==> src/rtl/mem2p_rd_stream_pkg.sv <==
// mem2p_rd_stream_pkg: shared state encoding and address-width helper for the RAM read streamers.
package mem2p_rd_stream_pkg;
  typedef enum logic [1:0] {IDLE, RUN, DRAIN} state_t;
  function automatic int addr_w(input int depth);
    return (depth > 1) ? $clog2(depth) : 1;
  endfunction
endpackage

==> src/rtl/mem2p_skid2.sv <==
// mem2p_skid2: 2-entry FIFO of {last, data} with synchronous flush.
module mem2p_skid2 #(
  parameter int W = 24
) (
  input  logic         clk,
  input  logic         rst_n,
  input  logic         flush,
  input  logic         push,
  input  logic         pop,
  input  logic [W:0]   din,
  output logic [W:0]   dout,
  output logic [1:0]   cnt
);
  logic [W:0] mem [2];
  logic       wp, rp;
  assign dout = mem[rp];
  always_ff @(posedge clk or negedge rst_n)
    if (!rst_n) begin
      mem[0] <= '0;
      mem[1] <= '0;
      wp     <= 1'b0;
      rp     <= 1'b0;
      cnt    <= 2'd0;
    end else if (flush) begin
      wp  <= 1'b0;
      rp  <= 1'b0;
      cnt <= 2'd0;
    end else begin
      if (push) begin
        mem[wp] <= din;
        wp      <= ~wp;
      end
      if (pop) rp <= ~rp;
      cnt <= cnt + {1'b0, push} - {1'b0, pop};
    end
endmodule

==> src/rtl/mem2p_rd_stream.sv <==
// mem2p_rd_stream: reads len words from a 1-cycle-latency RAM and streams them out with valid/ready/last.
module mem2p_rd_stream
  import mem2p_rd_stream_pkg::*;
#(
  parameter  int DEPTH = 2048,
  parameter  int WIDTH = 24,
  localparam int A     = addr_w(DEPTH)
) (
  input  logic             clk,
  input  logic             rst_n,
  input  logic             start,
  input  logic [A-1:0]     base_addr,
  input  logic [A:0]       len,
  input  logic             abort,
  output logic             busy,
  output logic             done,
  output logic [A-1:0]     mem_addrr,
  output logic             mem_mer,
  input  logic [WIDTH-1:0] mem_dout,
  output logic [WIDTH-1:0] m_data,
  output logic             m_valid,
  output logic             m_last,
  input  logic             m_ready
);
  state_t       state;
  logic [A-1:0] addr;
  logic [A:0]   rem;
  logic         inflight, inflight_last, pop, issue, rem_one;
  logic [1:0]   cnt;
  logic [2:0]   occ;
  logic [WIDTH:0] head;
  // Issue only if the word will still fit once everything already requested has landed.
  always_comb begin
    pop     = m_valid & m_ready;
    occ     = {1'b0, cnt} + {2'b0, inflight} - {2'b0, pop};
    rem_one = rem == (A+1)'(1);
    issue   = (state == RUN) && (rem != '0) && (occ < 3'd2);
  end
  assign busy      = state != IDLE;
  assign m_valid   = cnt != 2'd0;
  assign mem_mer   = issue;
  assign mem_addrr = addr;
  assign {m_last, m_data} = head;
  mem2p_skid2 #(.W(WIDTH)) u_skid (
    .clk   (clk),
    .rst_n (rst_n),
    .flush (abort),
    .push  (inflight),
    .pop   (pop),
    .din   ({inflight_last, mem_dout}),
    .dout  (head),
    .cnt   (cnt)
  );
  always_ff @(posedge clk or negedge rst_n)
    if (!rst_n) begin
      state         <= IDLE;
      addr          <= '0;
      rem           <= '0;
      inflight      <= 1'b0;
      inflight_last <= 1'b0;
      done          <= 1'b0;
    end else begin
      done          <= 1'b0;
      inflight      <= issue & ~abort;
      inflight_last <= issue & rem_one & ~abort;
      if (abort) state <= IDLE;
      else case (state)
        IDLE: if (start) begin
          if (len != '0) begin
            state <= RUN;
            addr  <= base_addr;
            rem   <= len;
          end else done <= 1'b1;
        end
        RUN: if (issue) begin
          addr <= (addr == A'(DEPTH-1)) ? '0 : addr + A'(1);
          rem  <= rem - (A+1)'(1);
          if (rem_one) state <= DRAIN;
        end
        DRAIN: if (pop && m_last) begin
          state <= IDLE;
          done  <= 1'b1;
        end
        default: state <= IDLE;
      endcase
    end
endmodule
==> config.mk <==
export PLATFORM = sky130hd
export DESIGN_NAME = mem2p_rd_stream
export DESIGN_NICKNAME = d
export VERILOG_FILES = /design/src/rtl/mem2p_rd_stream_pkg.sv /design/src/rtl/mem2p_skid2.sv /design/src/rtl/mem2p_rd_stream.sv
export SDC_FILE = /design/constraint.sdc
export NUM_CORES = 1
export LEC_CHECK = 0
export ABC_AREA = 1
export CAP_MARGIN = 20
export CORE_ASPECT_RATIO = 0.5
export CORE_MARGIN = 1.5
export CORE_UTILIZATION = 52
export DETAILED_ROUTE_END_ITERATION = 10
export PLACE_DENSITY = 0.84
export SLEW_MARGIN = 30
export SYNTH_ARGS = -nofsm -noshare
export SYNTH_HDL_FRONTEND = slang
export SYNTH_SLANG_ARGS = --single-unit
==> constraint.sdc <==
create_clock -name clk -period 5.2 [get_ports clk]
set_input_delay 1.56 -clock clk [delete_from_list [all_inputs] [get_ports clk]]
set_output_delay 1.56 -clock clk [all_outputs]
set_load 0.01 [all_outputs]
==> impl_metrics.tcl <==
set metrics [dict create \
    max_freq_mhz 199.7 \
    setup_viol 0 \
    synthAdderAreaFrac_pct 2.141 \
    drc_errors 0 \
    critPathLaunch "m_ready" \
    clock_skew_ps 8.995 \
    intPower_mw 2.024 \
    portBuffers 91 \
    holdWs_ps 486.2 \
    placementRows 23 \
    start_kind "primary input" \
    cts_tree "yes" \
    die_h_um 68.35 \
    avgRoutedWirePerCell_um 13.17 \
    path_class "in2reg" \
    clock-sinks 82 \
    layout.area.seq_sq_mm 0.002052 \
    hpwlAfterDp_um 6623 \
    placed_cell_area_sq_mm 0.005405 \
    hold_viol_final 0 \
    grt-ovfl-total 0 \
    seqPwrFrac_pct 31.9 \
    crit_top_cell "buf_4" \
    ant_nets 0 \
    globalRouteTotalUtil_pct 25.14 \
    max_stage_delay_ps 420 \
    slew_violations 0 \
    maxCapViolations 0 \
    r2r_cells 25 \
    rr_startpoint "u_skid.cnt[1]$_DFF_PN0_" \
    area_growth_pct 31.07 \
    clkPwrFrac_pct 17.7 \
    leakage_nw 2.963 \
    grt_first_pass_wirelength_um 17920 \
    yosys.area.top_type "dfrtp_1" \
    slowest_stage "fa_1" \
    cp_data_required_time_ps 5420 \
    powerDensity_mw_per_mm2 570.1 \
    synth_xor_area_share_pct 0.7887 \
    synthArstFlopShare_pct 100.0 \
    multi_input_area_sq_mm 0.002071 \
    cts_max_level 3 \
    ctsLongestPathBuffers 2 \
    grt_max_degree 83 \
    ys_top_cells_by_count "nand2_1, dfrtp_1, o21ai_0" \
    core-area_sq_mm 0.008144 \
    top_level_ports 92 \
    synth_top_area_share_pct 46.20 \
    synth-main-ff-cell "dfrtp_1" \
    power.net_switching_mw 1.295 \
    worstReg2RegEnd "rem[4]$_DFFE_PN0P_" \
    slew_headroom_pct 50.40 \
    first_global_vias 3847 \
    n_fill_cell 661 \
    cts.clk_slew.worst_paths_ps 60 \
    rrSetupSlack_ps 990 \
    synth_seq_cells 82 \
    syn_avg_cell_area_sq_um 7.294 \
    synth_edf_count 0 \
    final_cell_area_sq_mm 0.005822 \
    synth-compound-area-share_pct 8.451 \
    worst_pin_slew_ps 744.0 \
    endpoint_kind "flip-flop" \
    drt_iter0_drc 295 \
    synth-seq-area-share_pct 46.20 \
    antenna_found_initial 0 \
    numCtsBuffers 9 \
    synthSimpleGateAreaFrac_pct 34.42 \
    cp_num_buf_inv 16 \
    irDropWorstVdd_v 0.0002865 \
    synth_fp_nets 668 \
    post-route-min-period_ps 5008 \
    die_width_um 133.7 \
    fp.dieArea_sq_mm 0.009139 \
    cts-root-buf "clkbuf_16" \
    switching_share_pct 39.01 \
    drtPass1Iterations 5 \
    synth_most_common_cell "nand2_1" \
    drt-vias-per-instance 5.063 \
    combPwrFrac_pct 50.5 \
    synth_mux_area_share_pct 0 \
    netlist_instances 609 \
    synth_area_leaders "dfrtp_1, nand2_1, o21ai_0, inv_1, nor2_1" \
    critPathCapture "rem[4]$_DFFE_PN0P_" \
    fin_nets 767 \
    rsz0062_at_grt "no" \
    ys_types 35 \
    critical_path_depth 26 \
    diodes 0 \
    yosys_warnings 0 \
    mappedNetlistArea_sq_mm 0.004442 \
    crit_fanout 11 \
    clk_latency_ps 340 \
    worstHoldPathType "reg2reg" \
    wl_um 10870 \
    period_share_pct 96.30 \
    worstPathArrival_ps 5230 \
    status "finished, final reports clean" \
    finalWeightedCongestion 0.8445 \
    synth_top_family_by_area "simple AND/OR/NAND/NOR gates" \
    final_layout_size_suffix_gt1_share_pct 10.66 \
    start_util_pct 54.54 \
    path_delay_family "buffers and inverters" \
    fin_setup_tns_ps 0 \
    vias 4177 \
]
layout make-up:
class / count / area share, %
clock buffer: 11 / 3.997
clock inverter: 5 / 0.6662
inverter: 59 / 3.804
multi-input combinational: 445 / 35.57
sequential: 82 / 35.25
tap: 112 / 2.407
timing repair buffer: 111 / 18.31
worst min-delay path by stage:
stage	start	end	slack, ps	cells past startpoint
2_1_floorplan	u_skid.mem[16]$_DFFE_PN0P_	u_skid.mem[16]$_DFFE_PN0P_	450	2
3_3_place_gp	u_skid.mem[29]$_DFFE_PN0P_	u_skid.mem[29]$_DFFE_PN0P_	460	2
3_5_place_dp	u_skid.mem[2]$_DFFE_PN0P_	u_skid.mem[2]$_DFFE_PN0P_	470	2
4_1_cts	u_skid.mem[2]$_DFFE_PN0P_	u_skid.mem[2]$_DFFE_PN0P_	490	2
5_1_grt	u_skid.mem[2]$_DFFE_PN0P_	u_skid.mem[2]$_DFFE_PN0P_	510	2
6_report	u_skid.mem[4]$_DFFE_PN0P_	u_skid.mem[4]$_DFFE_PN0P_	490	2
worst register-to-register path: stages, from the launching register on:
cell     delay [ps]
dfrtp_1         460
o21a_1          230
ha_1            300
inv_1            70
ha_2            180
inv_2            40
fa_1            420
xor2_2          220
nor2_4           60
buf_4           130
buf_4           120
buf_4           130
buf_4           120
buf_4           120
buf_4           120
buf_4           120
buf_4           130
buf_4           130
buf_4           120
buf_4           120
buf_4           130
buf_4           140
a21oi_4         200
nor2_4          150
nand2_2          90
nand2_1          60
layer usage:
metal,wire length (um),track usage [%],up-vias
li1,-,-,2087
met1,4784,30.50,1944
met2,5367,45.43,130
met3,563,5.926,16
met4,151,8.288,0
met5,0,0,-
per-stage QoR:
stage | cells | worst slack (ps) | util (%) | power [mW]
global route | 825 | 90.94 | 71.49 | 3.542
floorplan | 609 | 555.6 | - | 1.822
global placement | 794 | -379.1 | 66.32 | 2.307
finish | 825 | 192.4 | 71.49 | 3.319
CTS | 822 | 65.74 | 70.78 | 3.191
detailed placement | 794 | -389.2 | 66.37 | 2.366
cells by family after synthesis:
| kind of cell | count (synthesis) |
|---|---|
| simple gates | 361 |
| buf+inv | 83 |
| flops | 82 |
| compound gates | 72 |
| fa+ha+maj | 7 |
| xor+xnor | 4 |
placed cells by master, fill, tap and decap left out, drive strengths merged:
| master | count |
|---|---|
| nand3 | 25 |
| clkdlybuf4s50 | 88 |
| o31ai | 1 |
| inv | 60 |
| clkbuf | 11 |
| ha | 6 |
| dfrtp | 82 |
| o21a | 1 |
| nor2 | 46 |
| buf | 22 |
| o22ai | 1 |
| o21bai | 1 |
| a31oi | 2 |
| a21oi | 5 |
| and3 | 1 |
| dlymetal6s2s | 1 |
| xor2 | 1 |
| xnor2 | 3 |
| or2 | 2 |
| nor3 | 2 |
| clkinvlp | 4 |
| fa | 1 |
| o21ai | 61 |
| nand2 | 276 |
| nand4 | 8 |
| nand3b | 2 |
sequential cells by signal, indices dropped and copies added, names as in the netlist:
name and count:
u_skid.rp 1, rem 12, u_skid.mem 50, u_skid.wp 1
inflight_last 1, done 1, inflight 1, mem_addrr 11
u_skid.cnt 2, state 2
timing repair:
item / 4_1_cts / 5_1_grt
hold buffers: 0 / 0
setup buffers: 12 / 2
endpoints found under the setup margin: 1 / 24
cloned: 0 / 1
pin swaps: 1 / 6
resized for setup: 5 / 10
power by group through the flow:
stage / clock [mW] / combinational (mW) / sequential [mW]
6_report: 0.587 / 1.67 / 1.06
3_3_place_gp: 0 / 1.26 / 1.05
2_1_floorplan: 0 / 0.790 / 1.03
4_1_cts: 0.594 / 1.55 / 1.05
3_5_place_dp: 0 / 1.31 / 1.06
5_1_grt: 0.617 / 1.83 / 1.09
Note: power is estimated with default switching activity, not from simulation.
==> variant: new RTL, config.mk and constraints unchanged <==
The parameter `WIDTH` goes from 24 to 48.
--- a/src/rtl/mem2p_rd_stream.sv
+++ b/src/rtl/mem2p_rd_stream.sv
@@ -3,7 +3,7 @@
   import mem2p_rd_stream_pkg::*;
 #(
   parameter  int DEPTH = 2048,
-  parameter  int WIDTH = 24,
+  parameter  int WIDTH = 48,
   localparam int A     = addr_w(DEPTH)
 ) (
   input  logic             clk,
Interface: changed (resized m_data and mem_dout); port bits go from 92 to 140. The function was not compared with the original's and may differ.
==> variant against the unedited design <==
Clock power is 100% higher. Sequential cell count up 48. Highest routed layer unchanged. Critical endpoint is now mem_mer. Worst setup slack gained 0.18 ns. Largest cell class is now sequential cells. Count of clock-buffer cells in the layout increased by 8. Total power up 39%. Synthesized area rose by 44%. Wire length rose by 39%. Design area is 46% higher.
==> variant: results (changes against the unedited design) <==
| Metric | Value |
|---|---|
| Hold path startpoint | u_skid.mem[89] |
| Fill count | 959 (+45%) |
| Met2 usage | 45.3% (-0.16 points) |
| Vias in the first global route | 5564 (+45%) |
| Cts bufs inserted | 17 (+8) |
| Yosys cell types | 39 (+11%) |
| Worst slew pin tran | 0.808 ns (+0.0638 ns) |
| Vias/cell | 5.00 (-1.2%) |
| Non-clk bufs | 149 (+34%) |
| Met2 routed WL | 7830 um (+46%) |
| Placed instance area | 7890 um2 (+46%) |
| First-pass GRT wire length | 25100 um (+40%) |
| Comb_multi_in | 602 (+35%) |
| H-tree Lvls | 4 (+1) |
| Non-clk invs | 82 (+39%) |
| GR Util met1 | 29.3% (-1.2 points) |
| Met3 WL | 779 um (+38%) |
| Post-synthesis sequential area ratio | 50.8% (+4.6 points) |
| Dpl ws | -0.314 ns (+0.0749 ns) |
| Chip width | 160 um (+20%) |
| HPWL Detailed | 9880 um (+49%) |
| Worst-Skew Late Latency | 0.41 ns (+0.07 ns) |
| Worst VDD drop | 0.000262 V (-8.6%) |
| DRT Wirelength | 15100 um (+39%) |
| Final nets | 1065 (+39%) |
| M3 GR Usage | 4.29% (-1.6 points) |
| Signal buf overhead | 17.4% (-0.94 points) |
| Resize count post-CTS | 4 (-1) |
| Layout cells sized above 1 | 6.73% (-3.9 points) |
| Status | finished clean |
-- variant: per-stage QoR --
stage / power, mW / instances / hold WS [ns]
floorplan: 2.58 / 854 / 0.453
global placement: 3.33 / 1127 / 0.465
detailed placement: 3.40 / 1127 / 0.473
CTS: 4.62 / 1159 / 0.487
global route: 4.93 / 1160 / 0.502
finish: 4.60 / 1160 / 0.483
-- variant: logic make-up after synthesis --
| group | after synthesis | synth area share (%) |
|---|---|---|
| flip-flops | 130 | 50.8 |
| buffers and inverters | 122 | 7.77 |
| AND/OR/NAND/NOR | 462 | 28.7 |
| multiplexers | 1 | 0.156 |
| AO/OA/AOI/OAI | 128 | 10.6 |
| adder cells (fa/ha/maj) | 7 | 1.48 |
| XOR/XNOR | 4 | 0.547 |
-- variant: where the power goes --
group          internal [mW]  switching (mW)  total [mW]
Combinational          0.850           0.912        1.76
Sequential              1.35           0.282        1.64
Clock                  0.765           0.439        1.20
